[src/rtl/stack_pkg.sv]
// Shared defaults for the operand stack: word width, depth and pointer width.
package stack_pkg;

    localparam int STACK_WIDTH = 8;
    localparam int STACK_DEPTH = 16;
    localparam int PTR_W       = $clog2(STACK_DEPTH) + 1;

endpackage

[src/rtl/stack_mem.sv]
// Stack storage: one synchronous write port, one asynchronous read port, no reset.
module stack_mem #(
    parameter int WIDTH = 8,
    parameter int DEPTH = 16,
    parameter int AW    = $clog2(DEPTH)
) (
    input  logic             clk,
    input  logic             we_i,
    input  logic [AW-1:0]    waddr_i,
    input  logic [WIDTH-1:0] wdata_i,
    input  logic [AW-1:0]    raddr_i,
    output logic [WIDTH-1:0] rdata_o
);

    logic [WIDTH-1:0] mem_q [DEPTH];

    always_ff @(posedge clk) begin
        if (we_i) begin
            mem_q[waddr_i] <= wdata_i;
        end
    end

    assign rdata_o = mem_q[raddr_i];

endmodule

[src/rtl/operand_stack.sv]
// LIFO operand stack: stack pointer, registered read data, sticky error flags and command decode.
module operand_stack
    import stack_pkg::*;
#(
    parameter int WIDTH = STACK_WIDTH,
    parameter int DEPTH = STACK_DEPTH
) (
    input  logic                     clk,
    input  logic                     rst_n,
    input  logic                     push,
    input  logic                     pop,
    input  logic                     tos,
    input  logic [WIDTH-1:0]         dataIn,
    input  logic                     errClr,
    output logic [WIDTH-1:0]         dataOut,
    output logic                     empty,
    output logic                     full,
    output logic [$clog2(DEPTH):0]   count,
    output logic                     overflow,
    output logic                     underflow
);

    localparam int AW = $clog2(DEPTH);
    localparam int PW = AW + 1;
    localparam logic [PW-1:0] FULL_CNT = PW'(DEPTH);
    localparam logic [PW-1:0] ONE      = PW'(1);

    logic [PW-1:0]    sp_q, sp_d;
    logic [WIDTH-1:0] dout_q, dout_d;
    logic             ovf_q, ovf_d;
    logic             udf_q, udf_d;

    logic             is_empty, is_full;
    logic             mem_we;
    logic [AW-1:0]    mem_waddr;
    logic [AW-1:0]    mem_raddr;
    logic [WIDTH-1:0] mem_rdata;
    logic             ovf_set, udf_set;

    assign is_empty  = (sp_q == '0);
    assign is_full   = (sp_q == FULL_CNT);
    // At sp == DEPTH the low bits wrap to 0, so subtracting one still lands on DEPTH-1.
    assign mem_raddr = sp_q[AW-1:0] - AW'(1);

    always_comb begin
        sp_d      = sp_q;
        dout_d    = dout_q;
        mem_we    = 1'b0;
        mem_waddr = sp_q[AW-1:0];
        ovf_set   = 1'b0;
        udf_set   = 1'b0;

        if (pop) begin
            if (is_empty) begin
                udf_set = 1'b1;
                if (push) begin
                    mem_we = 1'b1;
                    sp_d   = sp_q + ONE;
                end
            end else begin
                dout_d = mem_rdata;
                if (push) begin
                    // Replace the top in place; depth is unchanged, so a full stack is fine.
                    mem_we    = 1'b1;
                    mem_waddr = mem_raddr;
                end else begin
                    sp_d = sp_q - ONE;
                end
            end
        end else begin
            if (tos) begin
                if (is_empty) begin
                    udf_set = 1'b1;
                end else begin
                    dout_d = mem_rdata;
                end
            end
            if (push) begin
                if (is_full) begin
                    ovf_set = 1'b1;
                end else begin
                    mem_we = 1'b1;
                    sp_d   = sp_q + ONE;
                end
            end
        end

        ovf_d = ovf_set | (ovf_q & ~errClr);
        udf_d = udf_set | (udf_q & ~errClr);
    end

    always_ff @(posedge clk or negedge rst_n) begin
        if (!rst_n) begin
            sp_q   <= '0;
            dout_q <= '0;
            ovf_q  <= 1'b0;
            udf_q  <= 1'b0;
        end else begin
            sp_q   <= sp_d;
            dout_q <= dout_d;
            ovf_q  <= ovf_d;
            udf_q  <= udf_d;
        end
    end

    stack_mem #(
        .WIDTH (WIDTH),
        .DEPTH (DEPTH),
        .AW    (AW)
    ) u_mem (
        .clk     (clk),
        .we_i    (mem_we),
        .waddr_i (mem_waddr),
        .wdata_i (dataIn),
        .raddr_i (mem_raddr),
        .rdata_o (mem_rdata)
    );

    assign dataOut   = dout_q;
    assign empty     = is_empty;
    assign full      = is_full;
    assign count     = sp_q;
    assign overflow  = ovf_q;
    assign underflow = udf_q;

endmodule
[config.mk]
export PLATFORM = sky130hd
export DESIGN_NAME = operand_stack
export DESIGN_NICKNAME = d
export VERILOG_FILES = /design/src/rtl/stack_pkg.sv /design/src/rtl/stack_mem.sv /design/src/rtl/operand_stack.sv
export SDC_FILE = /design/constraint.sdc
export NUM_CORES = 1
export LEC_CHECK = 0
export BUFFER_PORTS_ARGS = -buffer_cell sky130_fd_sc_hd__buf_2
export CAP_MARGIN = 10
export CELL_PAD_IN_SITES_DETAIL_PLACEMENT = 1
export CELL_PAD_IN_SITES_GLOBAL_PLACEMENT = 1
export CORE_MARGIN = 2
export CORE_UTILIZATION = 46
export DETAILED_ROUTE_END_ITERATION = 12
export PLACE_DENSITY_LB_ADDON = 0.1
export SETUP_SLACK_MARGIN = 0.1
export SYNTH_ARGS = -nofsm -noshare
export SYNTH_HDL_FRONTEND = slang
export SYNTH_SLANG_ARGS = --single-unit
[constraint.sdc]
create_clock -name clk -period 2.8 [get_ports clk]
set_input_delay 0.56 -clock clk [delete_from_list [all_inputs] [get_ports clk]]
set_output_delay 0.56 -clock clk [all_outputs]
set_load 0.005 [all_outputs]
==> flow_summary.ini, run 1 <==
[synth]
synth_flop_cell = edfxtp_1
syn_inst = 420
ys_top_cells_by_count = 128 x edfxtp_1, 50 x mux2i_1, 36 x nand3_1, 32 x nor2_1, 24 x a31oi_1
synth_edf_count = 128
syn_area_per_cell_sq_um = 14.37
seq_area_frac_synth = 0.6991
synthTopCellsByArea = edfxtp_1 64%, mux2i_1 8.3%, dfrtp_1 6.2%, nand3_1 3.0%, a31oi_1 2.5%
yosys.area.top_type = edfxtp_1
yosysMostFrequentCell = edfxtp_1
postSynth.asyncResetShare = 0.1049
ys_seq_elements = 143
ys.warnings.count = 0
netlist.area_leader.share = 0.6369
syn_nets = 436
ys_types = 37
syn_area_sq_mm = 0.006035

[route]
detail-route-antenna-nets = 0
wl_per_cell_microns = 24.29
wirelength_microns = 15620
vias = 3696
drcViolationCount = 0
drt_iter0_drc = 285
via_per_inst = 5.748
first_pass_iters = 4

[global_routing]
antenna_found_initial = 0
grt_pass1_vias = 3831
grt_pass1_wl_microns = 23730
grt_max_degree = 57
grt.total_usage = 0.2367
gr-total-overflow = 0

[worst_setup_path]
r2r-start = count[1]
critPathTopFamily = simple AND/OR/NAND/NOR gates
cp_cell_sequence = inv_1 -> ha_4 -> or4b_4 -> nand3_1 -> nor3_1 -> o21ai_2 -> nor2_4
path_buf_inv = 1
worstSetupEndpointType = flip-flop
crit_fanout = 8
max_stage_delay_ps = 630
r2r_slack_ps = 250
cp-start-kind = flip-flop
r2r_end = u_mem.mem_q[6][3]
worstPathRequired_ps = 2940
cpMaxStageDelayCell = o21ai_2
path_class = reg2reg
r2r_cells = 7
crit_arrival_ps = 2690

[place]
dp_hpwl_microns = 10400
gp_congestion = 0.9007
place_ws_ps = 279.8
numPortBuffers = 30

[cts]
hold_buffers = 0
clock_latency_ps = 420
post_cts_resized = 0
numCtsBuffers = 17
cts.path.max_buffers = 2
cts-root-buf = clkbuf_16
post_cts_buffers = 0
htree_levels = 4
cts.sinks = 143
clk_pin_slew_ps = 60
cts_tree = built

[outcome]
outcome = completed

[finish]
diodes = 0
drive_above_1_share = 0.2335
fin_nets = 474
syn_to_final_growth_pct = 18.68

[power]
power_density_mw_per_mm2 = 1216
switchingPower_mw = 3.404
combPwrFrac = 0.435
p_int_mw = 5.302
total_leakage_power_nw = 2.458
irDropWorstVdd_mv = 0.4812
p_seq_frac = 0.316
p_clk_frac = 0.250
netSwitchingFraction = 0.3910

[hold_path]
hold_path_class = in2async

[timing]
hold_violations = 0
post-route-min-period_ps = 2549
fin_crit_sh = 0.9105
slew_viol_final = 0
clock-skew-final_ps = 7.335
fmax_ghz = 0.3922
tns_ps = 0
setup_viol = 0
setup_ws_ps = 250.6
rsz0062_at_grt = no
max-slew-margin-rel = 0.3605
worst_pin_slew_ps = 954.5

[floorplanning]
ioPinCount = 31
num_rows = 41
start_util = 0.4743
fp.dieArea_sq_mm = 0.01405
die_w_microns = 118.5
core_area_sq_mm = 0.01272
die_h_microns = 118.5

[flow_run]
drv_cap = 0
==> layout make-up <==
cell class / count / area (sq um)
Fill cell: 1235 / 5560
Sequential cell: 143 / 4220
Multi-Input combinational cell: 240 / 1838
Clock buffer: 18 / 429.2
Timing Repair Buffer: 49 / 292.8
Tap cell: 172 / 215.2
Clock inverter: 14 / 140.1
Inverter: 7 / 26.28
==> logic make-up after synthesis <==
logic type	count (synthesis)	synth area share
adders and majority gates	2	0.004146
xor gates and xnor gates	8	0.01161
and+or+nand+nor	122	0.1037
muxes	51	0.08542
buffers and inverters	37	0.02737
AOI/OAI and AO/OA	57	0.06863
DFF	143	0.6992
==> through the flow <==
step	instance area [sq um]	utilization	hold slack (ps)	total power, mW	cells
after global placement	6593	0.5182	490.4	6.505	611
final	7162	0.5629	38.70	8.705	643
after global routing	7162	0.5629	47.79	9.137	643
after CTS	7162	0.5629	37.99	8.749	643
after floorplan	6225	-	264.4	5.343	420
after detailed placement	6593	0.5182	491.8	6.553	611
==> flip-flops by register name, summed over array words and instances (netlist names) <==
signal       count
count            5
overflow         1
u_mem.mem_q    128
dataOut          8
underflow        1
==> power groups by stage <==
| stage | Clock (mW) | Sequential (mW) | Combinational [mW] |
|---|---|---|---|
| global route | 2.27 | 2.78 | 4.09 |
| floorplan | 0 | 2.78 | 2.56 |
| global placement | 0 | 2.78 | 3.72 |
| detailed placement | 0 | 2.79 | 3.76 |
| finish | 2.17 | 2.75 | 3.78 |
| CTS | 2.20 | 2.75 | 3.79 |
==> metal layers <==
layer | share of wire | global-route usage
met3 | 0.044 | 0.05743
met4 | 0.021 | 0.08259
met5 | 0 | 0
met2 | 0.46 | 0.3599
met1 | 0.48 | 0.3335
==> placed cells by master, fill, tap and decap left out, drive strengths merged, types with 4 or more instances in the layout <==
master,Yosys,layout
o21ai,5,5
xnor2,7,7
buf,11,49
nand2,4,4
nor2,33,33
clkbuf,19,18
edfxtp,128,128
a31oi,24,24
a2111oi,16,16
clkinv,0,6
dfrtp,15,15
nor3,9,9
nand3,36,36
nand4,17,17
mux2i,50,50
inv,7,10
nor2b,18,18
==> worst max-delay path by stage <==
stage,from,endpoint,slack [ps],depth (start not counted)
5_1_grt,count[1],u_mem.mem_q[6][3],110,8
6_report,count[1],u_mem.mem_q[6][3],250,7
3_3_place_gp,count[1],u_mem.mem_q[2][7],330,7
3_5_place_dp,count[1],u_mem.mem_q[2][0],280,7
2_1_floorplan,count[0],u_mem.mem_q[3][0],110,12
4_1_cts,count[1],u_mem.mem_q[2][0],270,7
==> worst register-to-register path: stages, from the launching register on <==
cell and delay (ps):
dfrtp_1 370, inv_1 160, ha_4 220, or4b_4 520, nand3_1 150, nor3_1 70
o21ai_2 630, nor2_4 150
No activity file was read; power rests on OpenSTA's default activity.
==> run 2, diff against run 1 <==
--- a/config.mk
+++ b/config.mk
@@ -5,12 +5,13 @@
 export SDC_FILE = /design/constraint.sdc
 export NUM_CORES = 1
 export LEC_CHECK = 0
+export ABC_AREA = 1
 export BUFFER_PORTS_ARGS = -buffer_cell sky130_fd_sc_hd__buf_2
 export CAP_MARGIN = 10
 export CELL_PAD_IN_SITES_DETAIL_PLACEMENT = 1
 export CELL_PAD_IN_SITES_GLOBAL_PLACEMENT = 1
 export CORE_MARGIN = 2
-export CORE_UTILIZATION = 46
+export CORE_UTILIZATION = 43
 export DETAILED_ROUTE_END_ITERATION = 12
 export PLACE_DENSITY_LB_ADDON = 0.1
 export SETUP_SLACK_MARGIN = 0.1
==> constraint.sdc (replaced) <==
create_clock -name clk -period 2.15 [get_ports clk]
set_input_delay 0.43 -clock clk [delete_from_list [all_inputs] [get_ports clk]]
set_output_delay 0.43 -clock clk [all_outputs]
set_load 0.005 [all_outputs]
==> flow_summary.ini, run 2 <==
[outcome]
outcome = completed

[route]
vias = 4650
wl_per_cell_microns = 19.00
via_per_inst = 5.060
first_pass_iters = 5
detail-route-antenna-nets = 0
drt_iter0_drc = 287
wirelength_microns = 17460
drcViolationCount = 0

[cts]
htree_levels = 4
cts.sinks = 143
cts.path.max_buffers = 2
cts_tree = built
clock_latency_ps = 430
cts-root-buf = clkbuf_16
clk_pin_slew_ps = 70
numCtsBuffers = 17

[timing]
hold_violations = 0
worst_pin_slew_ps = 468.7
setup_viol = 0
slew_viol_final = 0
rsz0062_at_grt = yes
fmax_ghz = 0.4953
max-slew-margin-rel = 0.6875
whs_ps = 207.6
tns_ps = 0
post-route-min-period_ps = 2019
fin_crit_sh = 0.9391
setup_ws_ps = 130.9
clock-skew-final_ps = 14.78

[global_routing]
grt_pass1_vias = 4966
grt.total_usage = 0.2292
gr-total-overflow = 0
grt_pass1_wl_microns = 27280
grt_max_degree = 39
antenna_found_initial = 0

[finish]
post-route-cell-area_sq_mm = 0.007879
final_common_cell = nand2_1
largest_register_ffs = 128
diodes = 0
syn_to_final_growth_pct = 21.94
drive_above_1_share = 0.2027
fin_nets = 738
regMostFlops = u_mem.mem_q
layout_common_cells = 197 x nand2_1, 128 x edfxtp_1, 118 x inv_1

[floorplanning]
core_area_sq_mm = 0.01459
die_w_microns = 126.6
ioPinCount = 31
start_util = 0.4429
fp.dieArea_sq_mm = 0.01602
num_rows = 44
die_h_microns = 126.6

[place]
placed_cell_area_sq_mm = 0.007148
dp_hpwl_microns = 11650
numPortBuffers = 30
place_ws_ps = 63.08
gp_congestion = 0.8376

[synth]
syn_area_per_cell_sq_um = 9.672
yosys.area.top_type = edfxtp_1
synth_top_family_by_area = simple AND/OR/NAND/NOR gates
synthTopCellsByArea = edfxtp_1 59%, nand2_1 12%, nand3_1 9.4%, inv_1 6.9%, dfrtp_1 5.8%
syn_nets = 684
ys.warnings.count = 0
syn_inst = 668
syn_area_sq_mm = 0.006461
netlist.area_leader.share = 0.5949
synth_flop_cell = edfxtp_1
yosysMostFrequentCell = nand2_1
ys_types = 23
synth_compound_area_frac = 0.006390
yosys.area_share.simple = 0.2328
postSynth.asyncResetShare = 0.1049
synth_edf_count = 128
synthAdderAreaFrac = 0.003873
synth.area.mux_share = 0
ys_top_cells_by_count = 208 x nand2_1, 128 x edfxtp_1, 121 x nand3_1, 119 x inv_1, 20 x nor2_1
seq_area_frac_synth = 0.6530
ys_seq_elements = 143
synth-xor-area-share = 0.01181

[power]
total_leakage_power_nw = 3.439
p_int_mw = 6.891
netSwitchingFraction = 0.4286
power_density_mw_per_mm2 = 1531
combPwrFrac = 0.472
p_seq_frac = 0.295
switchingPower_mw = 5.168
p_clk_frac = 0.233
irDropWorstVdd_mv = 0.6758

[worst_setup_path]
max_stage_delay_ps = 430
worstPathRequired_ps = 1720
crit_fanout = 4
cp-start-kind = flip-flop
worstSetupEndpointType = output port
path_class = reg2out
path_buf_inv = 3
cp_cell_sequence = inv_4 -> ha_4 -> nand3_2 -> buf_4 -> nor2_4 -> buf_2
cpMaxStageDelayCell = dfrtp_2
critPathTopFamily = flip-flops
crit_arrival_ps = 1590

[hold_path]
hold_path_class = in2reg

[flow_run]
drv_cap = 0
run 2: cell types whose count changed after synthesis, moves of 6 or more:
cell,delta
nand4_1,-15
xnor2_1,-6
mux2i_1,-50
clkbuf_1,-8
nor2_1,-12
inv_1,+113
a31oi_1,-24
nor3_1,-9
nand2_1,+204
nor2b_1,-18
nand3_1,+85
inv_2,+7
a2111oi_0,-16
run 2: worst register-to-register path: cells and delay by family (launching register included):
kind | cells | cell delay [ps]
xor gates and xnor gates | 1 | 70
buffers and inverters | 2 | 210
DFF | 1 | 430
and+or+nand+nor | 5 | 810
adders and majority gates | 1 | 180
run 2: layout make-up:
type / count / area, sq um
flip-flops and latches: 143 / 4222
well taps: 184 / 230.2
clock buffers: 18 / 429.2
inverters: 128 / 493.0
repair buffers: 61 / 396.6
multi-input cells: 371 / 1977
fillers: 1601 / 6710
clock inverters: 14 / 131.4
run 2: per-layer routing:
layer,GRT usage,up-vias,part of all wire,wire length (microns)
met2,0.3731,96,0.49,8535
li1,-,2249,-,-
met3,0.04429,30,0.037,648
met1,0.3054,2275,0.45,7868
met5,0,-,0,0
met4,0.08920,0,0.023,409
run 2: repair_timing:
| item | 4_1_cts | 5_1_grt |
|---|---|---|
| gates resized for setup | 4 | 17 |
| setup endpoints to repair | 129 | 137 |
| pin swaps | 3 | 18 |
| hold buffers | 1 | 0 |
| buffers inserted | 1 | 11 |
| hold endpoints to repair | 15 | 0 |
run 2: path summary, 6_finish.rpt:
path	start	endpoint	slack, ps	cells after the start
worst max-delay path	count[0]	empty	130	6
max in group asynchronous	rst_n	count[4]	1410	2
worst max register to register	count[0]	u_mem.mem_q[6][6]	130	9
worst min-delay path	errClr	overflow	210	2
worst min register to register	dataOut[7]	dataOut[7]	480	2
min in group asynchronous	rst_n	count[3]	450	2
run 2: cell families after synthesis:
| family | count (synthesis) |
|---|---|
| xor+xnor | 7 |
| fa+ha+maj | 2 |
| compound gates | 8 |
| simple gates | 354 |
| buf+inv | 154 |
| flops | 143 |
run 2: power groups by stage:
stage / clock, mW / sequential, mW / combinational [mW]
after floorplan: 0 / 3.61 / 3.70
after global placement: 0 / 3.60 / 5.21
after detailed placement: 0 / 3.61 / 5.32
after CTS: 2.85 / 3.56 / 5.42
after global routing: 2.96 / 3.60 / 6.24
final: 2.81 / 3.56 / 5.69
run 2: stage by stage:
step	cells	utilization	power, mW
final	919	0.5401	12.06
after global routing	919	0.5401	12.79
after CTS	908	0.5306	11.83
after detailed placement	874	0.4900	8.934
after global placement	874	0.4900	8.810
after floorplan	668	-	7.316
